===== src/rtl/hs_fifo_sfifo.sv =====
// Synchronous FWFT FIFO with optional packet commit and packet drop.
// Define HS_FIFO_SFIFO_SVA_EN to compile in the embedded protocol checker.

package hs_fifo_sfifo_pkg;
    typedef enum logic {BOOL_FALSE = 1'b0, BOOL_TRUE = 1'b1} bool_e;
endpackage

`ifdef HS_FIFO_SFIFO_SVA_EN
module hs_fifo_sfifo_sva #(
    parameter type         DATA_TYPE  = logic [31:0],
    parameter int unsigned FIFO_DEPTH = 16,
    parameter int unsigned LW         = 5
) (
    input logic          clk,
    input logic          srst,
    input logic          wvalid,
    input DATA_TYPE      wdata,
    input logic          wlast,
    input logic          rvalid,
    input logic          rready,
    input DATA_TYPE      rdata,
    input logic          rlast,
    input logic [LW-1:0] wlevel,
    input logic          pkt_overflow
);
    a_wdata_known: assert property (@(posedge clk) disable iff (srst)
        wvalid |-> !$isunknown({wdata, wlast}));
    a_rdata_known: assert property (@(posedge clk) disable iff (srst)
        rvalid |-> !$isunknown({rdata, rlast}));
    a_rd_stable: assert property (@(posedge clk) disable iff (srst)
        (rvalid && !rready) |=> (rvalid && $stable(rdata) && $stable(rlast)));
    a_wlevel_max: assert property (@(posedge clk) disable iff (srst)
        32'(wlevel) <= FIFO_DEPTH);
    a_pkt_len: assert property (@(posedge clk) disable iff (srst)
        !pkt_overflow);
endmodule
`endif

module hs_fifo_sfifo
    import hs_fifo_sfifo_pkg::*;
#(
    parameter type         DATA_TYPE        = logic [31:0],
    parameter int unsigned FIFO_DEPTH       = 16,
    parameter int unsigned ALMOST_FULL_LVL  = FIFO_DEPTH,
    parameter int unsigned ALMOST_EMPTY_LVL = 0,
    parameter bool_e       EN_PACKET_MODE   = BOOL_FALSE,
    parameter bool_e       EN_DROP_PACKET   = BOOL_FALSE,
    localparam int unsigned FIFO_LEVEL_WIDTH = $clog2(FIFO_DEPTH + 1)
) (
    input  logic                        clk,
    input  logic                        srst,
    input  logic                        wvalid,
    output logic                        wready,
    input  DATA_TYPE                    wdata,
    input  logic                        wlast,
    input  logic                        wdrop,
    output logic                        walmost_full,
    output logic [FIFO_LEVEL_WIDTH-1:0] wlevel,
    output logic                        rvalid,
    input  logic                        rready,
    output DATA_TYPE                    rdata,
    output logic                        rlast,
    output logic                        ralmost_empty,
    output logic [FIFO_LEVEL_WIDTH-1:0] rlevel
);
    localparam int unsigned LW = FIFO_LEVEL_WIDTH;
    localparam int unsigned PW = $clog2(FIFO_DEPTH) + 1;
    localparam int unsigned AW = $clog2(FIFO_DEPTH);
    localparam logic [PW-1:0] PTR_MAX  = PW'(2 * FIFO_DEPTH - 1);
    localparam logic [PW-1:0] DEPTH_P  = PW'(FIFO_DEPTH);
    localparam logic [PW:0]   PTR_MOD  = (PW + 1)'(2 * FIFO_DEPTH);
    localparam logic [LW-1:0] LVL_FULL = LW'(FIFO_DEPTH);
    localparam logic          AF_AT_ZERO = (ALMOST_FULL_LVL == 0) ? 1'b1 : 1'b0;

    // Pointers run modulo 2*FIFO_DEPTH so full and empty stay distinguishable
    // even when the depth is not a power of two.
    function automatic logic [PW-1:0] ptr_inc(input logic [PW-1:0] ptr);
        logic [PW-1:0] nxt;
        if (ptr == PTR_MAX) begin
            nxt = '0;
        end else begin
            nxt = ptr + PW'(1);
        end
        return nxt;
    endfunction

    function automatic logic [AW-1:0] ptr_addr(input logic [PW-1:0] ptr);
        logic [PW-1:0] a;
        if (ptr >= DEPTH_P) begin
            a = ptr - DEPTH_P;
        end else begin
            a = ptr;
        end
        return AW'(a);
    endfunction

    function automatic logic [LW-1:0] ptr_diff(input logic [PW-1:0] hi, input logic [PW-1:0] lo);
        logic [PW:0] d;
        if (hi >= lo) begin
            d = {1'b0, hi} - {1'b0, lo};
        end else begin
            d = {1'b0, hi} + PTR_MOD - {1'b0, lo};
        end
        return LW'(d);
    endfunction

    DATA_TYPE      mem_data [FIFO_DEPTH];
    logic          mem_last [FIFO_DEPTH];

    logic [PW-1:0] wr_ptr_r, cm_ptr_r, rd_ptr_r;
    logic [PW-1:0] wr_ptr_nxt_s, cm_ptr_nxt_s, rd_ptr_nxt_s;
    logic [LW-1:0] wlevel_r, rlevel_r, wlevel_nxt_s, rlevel_nxt_s;
    logic          wready_r, rvalid_r, walmost_full_r, ralmost_empty_r;
    logic          drop_s, wr_en_s, rd_en_s;

    // Next-pointer and next-level computation
    always_comb begin
        drop_s       = (EN_DROP_PACKET == BOOL_TRUE) && wdrop;
        wr_en_s      = wvalid && wready_r && !drop_s;
        rd_en_s      = rvalid_r && rready;
        wr_ptr_nxt_s = wr_ptr_r;
        cm_ptr_nxt_s = cm_ptr_r;
        rd_ptr_nxt_s = rd_ptr_r;

        if (drop_s) begin
            wr_ptr_nxt_s = cm_ptr_r;
        end else if (wr_en_s) begin
            wr_ptr_nxt_s = ptr_inc(wr_ptr_r);
        end else begin
            wr_ptr_nxt_s = wr_ptr_r;
        end

        // In packet mode only a completed packet becomes visible to the reader
        if (EN_PACKET_MODE == BOOL_TRUE) begin
            if (wr_en_s && wlast) begin
                cm_ptr_nxt_s = ptr_inc(wr_ptr_r);
            end else begin
                cm_ptr_nxt_s = cm_ptr_r;
            end
        end else begin
            cm_ptr_nxt_s = wr_ptr_nxt_s;
        end

        if (rd_en_s) begin
            rd_ptr_nxt_s = ptr_inc(rd_ptr_r);
        end else begin
            rd_ptr_nxt_s = rd_ptr_r;
        end

        wlevel_nxt_s = ptr_diff(wr_ptr_nxt_s, rd_ptr_nxt_s);
        rlevel_nxt_s = ptr_diff(cm_ptr_nxt_s, rd_ptr_nxt_s);
    end

    // Pointer and status registers
    always_ff @(posedge clk) begin
        if (srst) begin
            wr_ptr_r        <= '0;
            cm_ptr_r        <= '0;
            rd_ptr_r        <= '0;
            wlevel_r        <= '0;
            rlevel_r        <= '0;
            wready_r        <= 1'b1;
            rvalid_r        <= 1'b0;
            walmost_full_r  <= AF_AT_ZERO;
            ralmost_empty_r <= 1'b1;
        end else begin
            wr_ptr_r        <= wr_ptr_nxt_s;
            cm_ptr_r        <= cm_ptr_nxt_s;
            rd_ptr_r        <= rd_ptr_nxt_s;
            wlevel_r        <= wlevel_nxt_s;
            rlevel_r        <= rlevel_nxt_s;
            wready_r        <= (wlevel_nxt_s != LVL_FULL);
            rvalid_r        <= (rlevel_nxt_s != '0);
            walmost_full_r  <= (32'(wlevel_nxt_s) >= ALMOST_FULL_LVL);
            ralmost_empty_r <= (32'(rlevel_nxt_s) <= ALMOST_EMPTY_LVL);
        end
    end

    // Storage array, intentionally not reset
    always_ff @(posedge clk) begin
        if (wr_en_s && !srst) begin
            mem_data[ptr_addr(wr_ptr_r)] <= wdata;
            mem_last[ptr_addr(wr_ptr_r)] <= wlast;
        end
    end

    assign wready        = wready_r;
    assign wlevel        = wlevel_r;
    assign walmost_full  = walmost_full_r;
    assign rvalid        = rvalid_r;
    assign rlevel        = rlevel_r;
    assign ralmost_empty = ralmost_empty_r;
    assign rdata         = mem_data[ptr_addr(rd_ptr_r)];
    assign rlast         = rvalid_r && mem_last[ptr_addr(rd_ptr_r)];

`ifdef HS_FIFO_SFIFO_SVA_EN
    logic pkt_overflow_s;
    assign pkt_overflow_s = (EN_PACKET_MODE == BOOL_TRUE) && (wlevel_r == LVL_FULL)
                            && (cm_ptr_r == rd_ptr_r);

    hs_fifo_sfifo_sva #(
        .DATA_TYPE (DATA_TYPE),
        .FIFO_DEPTH(FIFO_DEPTH),
        .LW        (LW)
    ) u_sva (
        .clk         (clk),
        .srst        (srst),
        .wvalid      (wvalid),
        .wdata       (wdata),
        .wlast       (wlast),
        .rvalid      (rvalid_r),
        .rready      (rready),
        .rdata       (rdata),
        .rlast       (rlast),
        .wlevel      (wlevel_r),
        .pkt_overflow(pkt_overflow_s)
    );
`endif
endmodule


===== config.mk =====
export PLATFORM = sky130hd
export DESIGN_NAME = hs_fifo_sfifo
export DESIGN_NICKNAME = d
export VERILOG_FILES = /design/src/rtl/hs_fifo_sfifo.sv
export SDC_FILE = /design/constraint.sdc
export NUM_CORES = 1
export LEC_CHECK = 0
export ABC_AREA = 1
export BUFFER_PORTS_ARGS = -buffer_cell sky130_fd_sc_hd__buf_2
export CAP_MARGIN = 20
export CORE_ASPECT_RATIO = 0.5
export CORE_MARGIN = 2
export CORE_UTILIZATION = 39
export DETAILED_ROUTE_END_ITERATION = 7
export MAX_ROUTING_LAYER = met4
export PLACE_DENSITY = 0.58
export REMOVE_ABC_BUFFERS = 1
export SLEW_MARGIN = 0
export SYNTH_ARGS = -nofsm -noshare
export SYNTH_HDL_FRONTEND = slang
export SYNTH_HIERARCHICAL = 1
export SYNTH_SLANG_ARGS = --single-unit

===== constraint.sdc =====
create_clock -name clk -period 8.9 [get_ports clk]
set_input_delay 0.89 -clock clk [delete_from_list [all_inputs] [get_ports clk]]
set_output_delay 0.89 -clock clk [all_outputs]
set_load 0.05 [all_outputs]

==> impl_metrics.py <==
metrics = {
    "yosys": {
        "synth_top_family_by_area": "compound AO/OA/AOI/OAI gates",
        "ys_types": 28,
        "synth.avg_cell_area_um2": 13.6,
        "synthCells": 1575,
        "synth_compound_area_share_pct": 12.4,
        "synthAdderAreaFrac_pct": 0.641,
        "muxShareOfSynthArea_pct": 0,
        "synth_area_mm2": 0.0215,
        "synth_xor_area_share_pct": 0,
        "ys_seq_area_share_pct": 75.5,
        "ys_seq_elements": 546,
        "yosys.area_share.simple_pct": 8.05,
        "yosys_warnings": 6,
    },
    "clocking": {
        "cts-resized-gates": 0,
        "cts-buffers-inserted": 50,
        "cts_buffer_depth": 3,
        "h-tree-depth": 2,
        "root_buffer": "clkbuf_16",
        "clk_pin_slew_ns": 0.06,
        "cts_hold_buf": 0,
        "cts_tree": "done",
        "clk-insertion-delay-late_ns": 0.57,
        "cts_setup_buffers": 0,
        "cts.sink_count": 546,
    },
    "timing": {
        "tightest_slew_ns": 1.10,
        "setup_viol": 0,
        "fmax_mhz": 189,
        "timing.final.ws_setup_ns": 3.61,
        "final.setup.tns_ns": 0,
        "final_max_slew_viol_count": 0,
        "period_share_pct": 59.5,
        "fin_crit_ns": 5.29,
        "hold_violations": 0,
        "slew_headroom_pct": 26.7,
        "finClkSkew_ns": 0.0135,
        "rsz0062_at_grt": "no",
    },
    "critical_path": {
        "path_class": "flop to output pin",
        "path_cells": "buf_4 > buf_4 > o21ai_0 > o221ai_1 > nand3_1 > nand2_1 > buf_2",
        "required_ns": 8.01,
        "endpoint_kind": "output pin",
        "path_delay_family": "buffers and inverters",
        "crit_buf_inv": 3,
        "r2r_slack_ns": 5.40,
        "cpPeakStageDelay_ns": 1.04,
        "slowest_stage": "dfxtp_4",
        "reg2reg_depth": 12,
        "cp_max_fo": 98,
        "crit_path_start_kind": "flop",
        "worstReg2RegEnd": "wready",
        "cp.arrival_ns": 4.40,
        "worst_path_most_repeated_cell": "buf_4",
        "reg2reg_from": "rd_ptr_r[1]",
    },
    "finish": {
        "drive_gt1_share_pct": 12.2,
        "regArea_mm2": 0.0162,
        "utilization_pct": 44.6,
        "multi_input_area_mm2": 0.00465,
        "synthToLayoutAreaGrowth_pct": 12.2,
        "n_fill_cell": 4833,
        "final_nets": 1670,
    },
    "floorplanning": {
        "initial_core_util_pct": 39.7,
        "io_pins": 85,
        "fp-row-count": 60,
        "core_area_mm2": 0.0541,
        "dieArea_mm2": 0.0571,
        "die_y_um": 170,
        "die_x_um": 336,
    },
    "drt": {
        "drt_iter0_drc": 1191,
        "ant_nets": 0,
        "vias_per_cell": 5.53,
        "dr_total_vias": 13100,
        "drtPass1Iterations": 5,
        "wire_per_inst_um": 22.4,
        "wirelength_um": 53100,
        "drc": 0,
    },
    "global_routing": {
        "grt_max_degree": 164,
        "grt_pass1_wl_um": 78800,
        "globalRouteTotalUtil_pct": 18.9,
        "grt_pass1_vias": 12700,
        "antenna_found_initial": 2,
        "grt-ovfl-total": 0,
    },
    "pwr": {
        "vdd_drop_max_v": 0.000159,
        "power_leakage_nw": 7.80,
        "cellPowerDensity_mw_per_mm2": 256,
    },
    "min_path": {
        "hold_start": "wready",
        "hold_depth": 2,
        "holdPathEnd": "wr_ptr_r[1]",
        "hold_path.class": "flop to flop",
    },
    "place": {
        "dp_hpwl_um": 24900,
        "port_buffers": 83,
        "place_ws_ns": 4.19,
        "gp_congestion": 0.728,
    },
    "status": {
        "status": "complete, no violations",
    },
    "job": {
        "maxCapViolCount": 0,
    },
}
==> sequential cells by signal (all words and copies together), names as in the netlist <==
name,count
rvalid,1
wready,1
ralmost_empty,1
wr_ptr_r,5
mem_last,16
rd_ptr_r,5
rlevel,5
mem_data,512
==> placed cells by master, fill, tap and decap left out, drive strengths merged, types with 30 or more instances in the layout <==
cell / Yosys / routed
clkbuf: 63 / 64
nor2: 295 / 295
nand2: 81 / 81
o221ai: 103 / 103
o21ai: 268 / 268
nand3: 50 / 50
inv: 29 / 31
edfxtp: 528 / 528
o211ai: 30 / 30
buf: 53 / 110
==> cell usage after synthesis (all sizes together) <==
library cell  number  area share (%)
o211ai            30             1.0
nand2             81             1.4
dfxtp             18             1.7
clkinv             1           0.017
nand3             50             1.2
inv               29            0.52
nor2             295             5.2
a21boi             1           0.035
o22ai             28            0.82
ha                11            0.64
clkbuf            63             1.1
o221ai           103             4.2
buf               53             1.7
edfxtp           528              74
nor3               8            0.19
o21ai            268             6.2
nor4               2           0.058
a21oi              4           0.093
and2               1           0.029
nand4              1           0.029
==> per-stage QoR <==
step / power (W) / hold slack [ns] / std cells / cell area, um^2
after floorplan: 0.00378 / 0.523 / 1459 / 20900
after detailed placement: 0.00413 / 0.574 / 2282 / 22500
after global routing: 0.00641 / 0.635 / 2373 / 24100
after CTS: 0.00620 / 0.589 / 2371 / 24100
after global placement: 0.00412 / 0.564 / 2282 / 22500
final: 0.00616 / 0.589 / 2373 / 24100
==> kinds of logic (layout without fill, tap and decap cells) <==
kind of cell	count (synthesis)	count (layout)
DFF	546	546
and+or+nand+nor	438	438
AOI/OAI and AO/OA	434	434
buffers and inverters	146	229
adders and majority gates	11	11
other	0	2
==> worst register-to-register path: stages, from the launching register on <==
cell and delay (ns):
dfxtp_4 0.50, inv_4 0.48, buf_4 0.89, nor3_1 0.24, nand3_1 0.12, nand3_1 0.12
ha_1 0.36, a21oi_1 0.24, nand3_1 0.11, nand2_1 0.10, nand2_1 0.08, inv_2 0.06
nand3_1 0.07
==> worst max-delay path by stage <==
stage               cells past startpoint   startpoint  slack [ns]   endpoint
floorplan                               5  rd_ptr_r[0]        0.51  rdata[10]
global placement                        7  rd_ptr_r[0]        4.27  rdata[29]
detailed placement                      7  rd_ptr_r[0]        4.19  rdata[29]
CTS                                     7  rd_ptr_r[0]        3.59  rdata[29]
global route                            7  rd_ptr_r[0]        3.29  rdata[29]
finish                                  7  rd_ptr_r[0]        3.61   rdata[9]
==> routing by layer <==
layer | up-vias | track usage, % | wire, um
met5 | - | - | 0
met4 | 0 | 4.23 | 913
met3 | 67 | 2.34 | 2860
met2 | 361 | 29.4 | 24600
met1 | 6655 | 26.9 | 24700
li1 | 6050 | - | -
==> where the power goes <==
group          total, W  switching (W)  internal, W
Clock           0.00209       0.000923      0.00117
Combinational   0.00115       0.000868     0.000278
Sequential      0.00292      0.0000626      0.00286
Total           0.00616        0.00185      0.00431
==> final cells by class <==
| class | count | share of cell area [%] |
|---|---|---|
| diodes | 2 | 0.0208 |
| clock buffers | 64 | 5.50 |
| clock inverters | 25 | 1.01 |
| inverters | 30 | 0.509 |
| multi-input cells | 883 | 19.3 |
| flip-flops and latches | 546 | 67.4 |
| well taps | 713 | 3.70 |
| repair buffers | 110 | 2.57 |
Power figures use the tool's default switching activity.
